**config.mk**
```make
export PLATFORM = sky130hd
export DESIGN_NAME = wb_master_if_flat
export DESIGN_NICKNAME = d
export VERILOG_FILES = /design/src/rtl/wb_master_if_pkg.sv /design/src/rtl/wb_master_if_if.sv /design/src/rtl/wb_master_if.sv /design/src/flat_wrapper.sv
export SDC_FILE = /design/constraint.sdc
export NUM_CORES = 1
export LEC_CHECK = 0
export BUFFER_PORTS_ARGS = -buffer_cell sky130_fd_sc_hd__buf_4
export CORE_MARGIN = 10
export CORE_UTILIZATION = 35
export CTS_CLUSTER_SIZE = 20
export DETAILED_ROUTE_END_ITERATION = 8
export PLACE_DENSITY = 0.71
export SETUP_SLACK_MARGIN = 0.05
export SYNTH_ARGS = -nofsm -noshare
export SYNTH_HDL_FRONTEND = slang
export SYNTH_SLANG_ARGS = --single-unit
```
**constraint.sdc**
```tcl
create_clock -name clk -period 2.6 [get_ports clk]
set_input_delay 0.39 -clock clk [delete_from_list [all_inputs] [get_ports clk]]
set_output_delay 0.39 -clock clk [all_outputs]
set_load 0.05 [all_outputs]
```
**src/rtl/wb_master_if_pkg.sv**
```systemverilog
// Shared types and constants for the CPU-side Wishbone master adapter.
//  wb_state_e : adapter FSM states (IDLE / BUSY / WAIT_STALL)
//  SEL_W      : Wishbone byte-select width
//  cnt_width  : timeout counter width, never below one bit
package wb_master_if_pkg;

    localparam int unsigned SEL_W = 4;

    typedef enum logic [1:0] {
        WB_IDLE       = 2'b00,
        WB_BUSY       = 2'b01,
        WB_WAIT_STALL = 2'b11
    } wb_state_e;

    // A timeout of 0 disables the counter; keep one bit so the vector stays legal.
    function automatic int unsigned cnt_width(input int unsigned cycles);
        return (cycles == 0) ? 1 : $clog2(cycles + 1);
    endfunction

endpackage

```
**src/rtl/wb_master_if_if.sv**
```systemverilog
// Wishbone classic bus bundle between a CPU-side master and the interconnect.
//  master : drives addr/wdata/we/sel/stb/cyc, receives rdata/ack
//  slave  : mirror image of master
interface wb_master_if_if
    import wb_master_if_pkg::*;
#(
    parameter int unsigned DATA_W = 32,
    parameter int unsigned ADDR_W = 32
);

    logic [ADDR_W-1:0] addr;
    logic [DATA_W-1:0] wdata;
    logic [DATA_W-1:0] rdata;
    logic              we;
    logic [SEL_W-1:0]  sel;
    logic              stb;
    logic              cyc;
    logic              ack;

    modport master (
        output addr, wdata, we, sel, stb, cyc,
        input  rdata, ack
    );

    modport slave (
        input  addr, wdata, we, sel, stb, cyc,
        output rdata, ack
    );

endinterface

```
**src/rtl/wb_master_if.sv**
```systemverilog
// CPU pipeline memory port to Wishbone classic master adapter.
// Turns a one-cycle CPU request into a single Wishbone cycle, holds the
// pipeline with stallreq_o until ack, parks read data while the consuming
// stage is frozen, aborts on flush and abandons hung cycles with bus_err_o.
// Ports:
//  clk, rst     clock and asynchronous active-low reset
//  stall_i      pipeline stall vector, bit STALL_IDX freezes the consumer
//  flush_i      pipeline flush, aborts any outstanding cycle
//  cpu_*_i      CPU request (valid, write, address, write data, byte lanes)
//  cpu_data_o   read data to the pipeline (combinational)
//  stallreq_o   pipeline hold request (combinational)
//  bus_err_o    one-cycle pulse when a cycle times out (registered)
//  wb           Wishbone master modport (outputs registered)
module wb_master_if
    import wb_master_if_pkg::*;
#(
    parameter int unsigned DATA_W         = 32,
    parameter int unsigned ADDR_W         = 32,
    parameter int unsigned STALL_W        = 6,
    parameter int unsigned STALL_IDX      = 4,
    parameter int unsigned TIMEOUT_CYCLES = 256
) (
    input  logic               clk,
    input  logic               rst,
    input  logic [STALL_W-1:0] stall_i,
    input  logic               flush_i,
    input  logic               cpu_ce_i,
    input  logic               cpu_we_i,
    input  logic [ADDR_W-1:0]  cpu_addr_i,
    input  logic [DATA_W-1:0]  cpu_data_i,
    input  logic [SEL_W-1:0]   cpu_sel_i,
    output logic [DATA_W-1:0]  cpu_data_o,
    output logic               stallreq_o,
    output logic               bus_err_o,
    wb_master_if_if.master     wb
);

    localparam int unsigned CNT_W = cnt_width(TIMEOUT_CYCLES);
    localparam logic [CNT_W-1:0] CNT_MAX = '1;

    wb_state_e         state;
    wb_state_e         state_next;
    logic [DATA_W-1:0] rd_buf;
    logic [CNT_W-1:0]  cnt;
    logic              timeout_hit;
    logic              consumer_stalled;
    logic              req_start;
    logic              unused_stall;

    assign consumer_stalled = stall_i[STALL_IDX];
    assign unused_stall     = ^stall_i;
    assign req_start        = cpu_ce_i && !flush_i;

    // Last BUSY cycle before the hung cycle is abandoned; never true when disabled.
    assign timeout_hit = (TIMEOUT_CYCLES != 0) && (cnt == CNT_W'(TIMEOUT_CYCLES - 1));

    // State register
    always_ff @(posedge clk or negedge rst) begin
        if (!rst) begin
            state <= WB_IDLE;
        end else begin
            state <= state_next;
        end
    end

    // Next-state logic; flush beats ack, ack beats timeout
    always_comb begin
        state_next = state;
        case (state)
            WB_IDLE: begin
                if (req_start) begin
                    state_next = WB_BUSY;
                end
            end
            WB_BUSY: begin
                if (flush_i) begin
                    state_next = WB_IDLE;
                end else if (wb.ack) begin
                    state_next = consumer_stalled ? WB_WAIT_STALL : WB_IDLE;
                end else if (timeout_hit) begin
                    state_next = WB_IDLE;
                end
            end
            WB_WAIT_STALL: begin
                if (flush_i || !consumer_stalled) begin
                    state_next = WB_IDLE;
                end
            end
            default: state_next = WB_IDLE;
        endcase
    end

    // Pipeline-facing combinational outputs, forced low while in reset
    always_comb begin
        stallreq_o = 1'b0;
        cpu_data_o = '0;
        if (rst) begin
            case (state)
                WB_IDLE: begin
                    stallreq_o = req_start;
                end
                WB_BUSY: begin
                    if (!flush_i) begin
                        if (wb.ack) begin
                            if (!wb.we) begin
                                cpu_data_o = wb.rdata;
                            end
                        end else if (!timeout_hit) begin
                            stallreq_o = 1'b1;
                        end
                    end
                end
                WB_WAIT_STALL: begin
                    cpu_data_o = rd_buf;
                end
                default: ;
            endcase
        end
    end

    // Wishbone registers, read buffer, timeout counter and error pulse
    always_ff @(posedge clk or negedge rst) begin
        if (!rst) begin
            wb.addr   <= '0;
            wb.wdata  <= '0;
            wb.we     <= 1'b0;
            wb.sel    <= '0;
            wb.stb    <= 1'b0;
            wb.cyc    <= 1'b0;
            rd_buf    <= '0;
            cnt       <= '0;
            bus_err_o <= 1'b0;
        end else begin
            bus_err_o <= 1'b0;
            case (state)
                WB_IDLE: begin
                    if (req_start) begin
                        wb.addr  <= cpu_addr_i;
                        wb.wdata <= cpu_data_i;
                        wb.we    <= cpu_we_i;
                        wb.sel   <= cpu_sel_i;
                        wb.stb   <= 1'b1;
                        wb.cyc   <= 1'b1;
                        cnt      <= '0;
                    end
                end
                WB_BUSY: begin
                    if (flush_i) begin
                        wb.stb <= 1'b0;
                        wb.cyc <= 1'b0;
                    end else if (wb.ack) begin
                        wb.stb <= 1'b0;
                        wb.cyc <= 1'b0;
                        if (!wb.we) begin
                            rd_buf <= wb.rdata;
                        end
                    end else if (timeout_hit) begin
                        wb.stb    <= 1'b0;
                        wb.cyc    <= 1'b0;
                        bus_err_o <= 1'b1;
                    end else if (cnt != CNT_MAX) begin
                        cnt <= cnt + CNT_W'(1);
                    end
                end
                default: ;
            endcase
            // A flush discards parked data from any state.
            if (flush_i) begin
                rd_buf <= '0;
            end
        end
    end

endmodule
```
**src/flat_wrapper.sv**
```systemverilog
// flat-port wrapper written by rule: the top's interface ports become plain ports
module wb_master_if_flat import wb_master_if_pkg::*;
#(
    parameter int unsigned DATA_W         = 32,
    parameter int unsigned ADDR_W         = 32,
    parameter int unsigned STALL_W        = 6,
    parameter int unsigned STALL_IDX      = 4,
    parameter int unsigned TIMEOUT_CYCLES = 256
)
  (clk, rst, stall_i, flush_i, cpu_ce_i, cpu_we_i, cpu_addr_i, cpu_data_i, cpu_sel_i, cpu_data_o, stallreq_o, bus_err_o, wb_addr, wb_wdata, wb_we, wb_sel, wb_stb, wb_cyc, wb_rdata, wb_ack);
  wb_master_if_if #(.DATA_W(DATA_W), .ADDR_W(ADDR_W)) wb_i ();
  input  logic clk;
  input  logic rst;
  input  logic [STALL_W-1:0] stall_i;
  input  logic flush_i;
  input  logic cpu_ce_i;
  input  logic cpu_we_i;
  input  logic [ADDR_W-1:0] cpu_addr_i;
  input  logic [DATA_W-1:0] cpu_data_i;
  input  logic [SEL_W-1:0] cpu_sel_i;
  output logic [DATA_W-1:0] cpu_data_o;
  output logic stallreq_o;
  output logic bus_err_o;
  output wire logic [$bits(wb_i.addr)-1:0] wb_addr;
  output wire logic [$bits(wb_i.wdata)-1:0] wb_wdata;
  output wire logic [$bits(wb_i.we)-1:0] wb_we;
  output wire logic [$bits(wb_i.sel)-1:0] wb_sel;
  output wire logic [$bits(wb_i.stb)-1:0] wb_stb;
  output wire logic [$bits(wb_i.cyc)-1:0] wb_cyc;
  input wire logic [$bits(wb_i.rdata)-1:0] wb_rdata;
  input wire logic [$bits(wb_i.ack)-1:0] wb_ack;
  assign wb_addr = wb_i.addr;
  assign wb_wdata = wb_i.wdata;
  assign wb_we = wb_i.we;
  assign wb_sel = wb_i.sel;
  assign wb_stb = wb_i.stb;
  assign wb_cyc = wb_i.cyc;
  assign wb_i.rdata = wb_rdata;
  assign wb_i.ack = wb_ack;
  wb_master_if #(.DATA_W(DATA_W), .ADDR_W(ADDR_W), .STALL_W(STALL_W), .STALL_IDX(STALL_IDX), .TIMEOUT_CYCLES(TIMEOUT_CYCLES)) u_core (.clk(clk), .rst(rst), .stall_i(stall_i), .flush_i(flush_i), .cpu_ce_i(cpu_ce_i), .cpu_we_i(cpu_we_i), .cpu_addr_i(cpu_addr_i), .cpu_data_i(cpu_data_i), .cpu_sel_i(cpu_sel_i), .cpu_data_o(cpu_data_o), .stallreq_o(stallreq_o), .bus_err_o(bus_err_o), .wb(wb_i));
endmodule
```
---- Word level (Yosys, flattened, before mapping) ----
Index checks and enable logic that the tools add are counted.
cells by class
  muxes and demuxes ....................... 36
  eq/ne operators ......................... 12
  reductions and logical operators ........ 13
  add/sub/neg operators ................... 1
operators by type and width
  operator                                               number
  2-to-1 mux 32 bit                                      8
  case mux 32 bit (2 select lines)                       1
  2-to-1 mux 9 bit                                       5
  case mux 9 bit (2 select lines)                        1
  2-to-1 mux 1 bit                                       12
  2-to-1 mux 2 bit                                       6
  adder 9 x 1 -> 9 bit, second input constant            1
  equality test 9 x 8 -> 1 bit, second input constant    1
  inequality test 9 bit, second input constant           1
  AND reduction 3 bit                                    3
  inequality test 2 bit, second input constant           4
  inequality test 2 x 1 -> 1 bit, second input constant  3
  case mux 2 bit (3 select lines)                        1
  AND reduction 6 bit                                    1
  nonzero test 2 bit                                     3
  inequality test 4 x 3 -> 1 bit, second input constant  1
  case mux 1 bit (2 select lines)                        2
  equality test 2 x 1 -> 1 bit, second input constant    1
  equality test 2 bit, second input constant             1
  logical NOT 1 bit                                      2
  logical NOT 2 bit                                      1
  AND reduction 2 bit                                    1
  logical AND 1 bit                                      1
  logical OR 1 bit                                       1
word-level totals
  register bits ........................... 114
  output and inout port bits .............. 105
  logic and storage cells ................. 71

---- Longest topological paths before layout ----
  depth in word-level cells ............... 6
  gate-level depth with buffers ........... 8
  gate-level depth less buffers ........... 7

---- Worst setup path before layout ----
Ideal clock, no wire load.
  kind .................................... flip-flop to output port
  start point ............................. register u_core.cnt[0]
  end point ............................... output port stallreq_o
  arrival time ............................ 2590 ps
  path buffers ............................ 0
  required time ........................... 2210 ps
  slack ................................... -380 ps
  cell stages (with the launch flop) ...... 8
  path through ............................ dfrtp_1 -> ha_1 -> nand3_1 -> nor3_1 -> ha_1 -> nor3_1 -> a21oi_1 -> nor3b_1
between the ends
  cells in the longest elaborated chain, start to end .. 6
RTL lines
  item                             RTL line             RTL
  from (decl)                      wb_master_if.sv:44   logic [CNT_W-1:0] cnt;
  from (signal assigned)           wb_master_if.sv:162  cnt <= cnt + CNT_W'(1);
  equality test 9 x 8 -> 1 bit     wb_master_if.sv:55   assign timeout_hit = (TIMEOUT_CYCLES != 0) && (cnt == CNT_W'(TIMEOUT_CYCLES - 1));
  2-to-1 mux 1 bit                 wb_master_if.sv:108  end else if (!timeout_hit) begin
  2-to-1 mux 1 bit                 wb_master_if.sv:104  if (wb.ack) begin
  2-to-1 mux 1 bit                 wb_master_if.sv:103  if (!flush_i) begin
  case mux 1 bit (2 select lines)  wb_master_if.sv:98   case (state)
  2-to-1 mux 1 bit                 wb_master_if.sv:97   if (rst) begin
  to (decl)                        flat_wrapper.sv:22   output logic stallreq_o;
No other way between the ends.

---- Worst setup path after layout ----
Same ends and word-level chain as after synthesis.

==> results.sh <==
export IMPL_drv_cap=0
export IMPL_fin_setup_tns_ps=0
export IMPL_comb_power_share=0.449
export IMPL_clk_pin_slew_ps=50
export IMPL_grt_usage=0.159
export IMPL_p_leak_nw=3.81
export IMPL_clock_sinks=114
export IMPL_yosysSeqAreaShare=0.571
export IMPL_p_clk_frac=0.251
export IMPL_num_antenna_cells=0
export IMPL_synth_top_cells_by_count="248 x nand2_1, 114 x dfrtp_1, 38 x a21oi_1, 33 x nand3_1, 32 x a22o_1"
export IMPL_antenna_found_initial=0
export IMPL_p_seq_frac=0.300
export IMPL_hold_viol_final=0
export IMPL_ys_seq_elements=114
export IMPL_syn_inst=559
export IMPL_fin_nets=879
export IMPL_syn2layout_area_growth_pct=51.8
export IMPL_fin_crit_sh=0.958
export IMPL_instances_no_fill=956
export IMPL_power_total_w=0.00937
export IMPL_synth_warnings=0
export IMPL_rows=43
export IMPL_rsz0062_at_grt="false"
export IMPL_crit_type="register to output pin"
export IMPL_tightest_slew_ps=752
export IMPL_crit_path_start_kind="register"
export IMPL_drive_gt1_frac=0.396
export IMPL_pwr_density_cell_mw_per_mm2=1240
export IMPL_place_area_sq_mm=0.00689
export IMPL_vias=4768
export IMPL_cts_buffers=17
export IMPL_synth_cell_types=40
export IMPL_timing_fmax_ghz=0.402
export IMPL_die_x_microns=139
export IMPL_fin_area_sq_mm=0.00758
export IMPL_status="finished, final reports clean"
export IMPL_postCtsHoldBufs=0
export IMPL_syn_nets=674
export IMPL_drt_iter0_drc=193
export IMPL_crit_path_end_kind="output pin"
export IMPL_swShare=0.445
export IMPL_post_synth_top_count_cell="nand2_1"
export IMPL_syn_area_sq_mm=0.00500
export IMPL_synth_edf_count=0
export IMPL_synth_top_cell_area_share=0.571
export IMPL_dp_hpwl_microns=11500
export IMPL_wl_per_cell_microns=16.7
export IMPL_gr_total_overflow=0
export IMPL_final_max_slew_viol_count=0
export IMPL_worstSkewPairLatency_ps=410
export IMPL_detail_route_antenna_nets=0
export IMPL_crit_required_ps=2210
export IMPL_initial_utilization=0.359
export IMPL_synth_area_top_cells="dfrtp_1 57%, nand2_1 19%, a22o_1 5.6%"
export IMPL_peakVddDrop_mv=0.821
export IMPL_drcViolationCount=0
export IMPL_syn_area_per_cell_sq_um=8.94
export IMPL_setup_viol=0
export IMPL_cts_tree="yes"
export IMPL_ff2ff_setup_slack_ps=280
export IMPL_fillCellCount=1210
export IMPL_grt_pass1_vias=5009
export IMPL_yosys_area_top_type="dfrtp_1"
export IMPL_slew_headroom=0.499
export IMPL_netSwitchingPower_w=0.00417
export IMPL_die_area_sq_mm=0.0195
export IMPL_grt_max_degree=72
export IMPL_port_buffers=211
export IMPL_htree_levels=4
export IMPL_chipHeight_microns=139
export IMPL_hp_class="input pin to asynchronous set/reset pin"
export IMPL_cp_max_fo=5
export IMPL_fp_coreArea_sq_mm=0.0139
export IMPL_boundaryPins=217
export IMPL_firstDrtPassIters=5
export IMPL_placed_cells=922
export IMPL_cts_root_buf="clkbuf_16"
export IMPL_cp_arrival_ps=2100
export IMPL_finalClockSkew_ps=5.75
export IMPL_place_congestion=0.914
export IMPL_vias_per_cell=4.99
export IMPL_grt_pass1_wl_microns=25500
export IMPL_synth_async_reset_ratio=1.00
export IMPL_p_int_w=0.00520
export IMPL_cts_buffer_depth=2
export IMPL_fin_crit_ps=2490
export IMPL_wl_microns=15900
export IMPL_ys_flop_type="dfrtp_1"
## flip-flops by register name (all words and copies together), names as in the netlist
name / count
u_core.rd_buf: 32
u_core.wb.addr: 32
u_core.wb.wdata: 32
u_core.cnt: 9
u_core.wb.sel: 4
u_core.state: 2
u_core.bus_err_o: 1
u_core.wb.stb: 1
u_core.wb.we: 1
## cell families (layout without fill, tap and decap cells)
family	Yosys count	in the layout	synth area share
AOI/OAI and AO/OA	86	86	0.117
adders and majority gates	3	3	0.00751
buffers and inverters	46	263	0.0416
DFF	114	114	0.571
muxes	3	3	0.00626
and+or+nand+nor	307	307	0.256
## stage by stage
step                      worst slack, ps  hold WS (ps)  utilization
after global placement                202           460        0.494
final                                 110           139        0.544
after detailed placement             86.0           464        0.494
after floorplan                      95.6          94.4            -
after global routing                0.810           152        0.544
after CTS                            41.7           147        0.542
## critical path, stage by stage (launching register included)
cell     delay (ps)
dfrtp_1         430
ha_4            200
nand3_4         120
nor3_4           60
ha_2            210
nor3_4          160
a21oi_2          90
nor3b_2         220
buf_6           200
## layout make-up
cell class	count	area (sq um)	area share
clock buffer	20	467	0.0615
clock inverter	11	135	0.0178
inverter	4	15.0	0.00198
multi-input combinational	399	2130	0.281
sequential	114	2850	0.376
tap	180	225	0.0297
timing repair buffer	228	1750	0.231
## repair_timing
action / CTS / global route
setup buffers: 3 / 0
endpoints found under the setup margin: 33 / 33
resized for setup: 9 / 6
pin swaps: 2 / 2
## per-layer routing
metal | track usage | vias to the layer above | routed length, microns
met2 | 0.244 | 215 | 7380
met5 | 0 | - | 0
met3 | 0.0830 | 33 | 1800
li1 | - | 2262 | -
met1 | 0.181 | 2258 | 6390
met4 | 0.0714 | 0 | 368
## worst paths after layout
check | cells after the start | to | startpoint
min in group clk | 3 | u_core.wb.wdata[5]$_DFFE_PN0P_ | cpu_data_i[5]
max in group asynchronous | 3 | u_core.wb.wdata[20]$_DFFE_PN0P_ | rst
worst max register to register | 7 | u_core.cnt[8]$_DFFE_PN0P_ | u_core.cnt[0]$_DFFE_PN0P_
worst min-delay path | 2 | u_core.cnt[0]$_DFFE_PN0P_ | rst
worst min register to register | 2 | u_core.wb.addr[7]$_DFFE_PN0P_ | u_core.wb.addr[7]$_DFFE_PN0P_
worst max-delay path | 8 | stallreq_o | u_core.cnt[0]$_DFFE_PN0P_
## power groups by stage
stage	clock network (W)	logic, W	registers, W
4_1_cts	0.00241	0.00423	0.00281
5_1_grt	0.00248	0.00447	0.00290
3_5_place_dp	0	0.00420	0.00282
6_report	0.00235	0.00420	0.00281
3_3_place_gp	0	0.00415	0.00279
2_1_floorplan	0	0.00100	0.00455
## cell usage in the layout (no fill, tap or decap), drive strengths merged, types with 3 or more instances in the layout
cell and count:
nand2 248, buf 228, dfrtp 114, a21oi 38
nand3 33, a22o 32, clkbuf 20, clkinv 6
o211ai 5, inv 4, o21ai 4, nor3 4
bufinv 3, nor2 3, ha 3
Note: power is estimated with default switching activity, not from simulation.
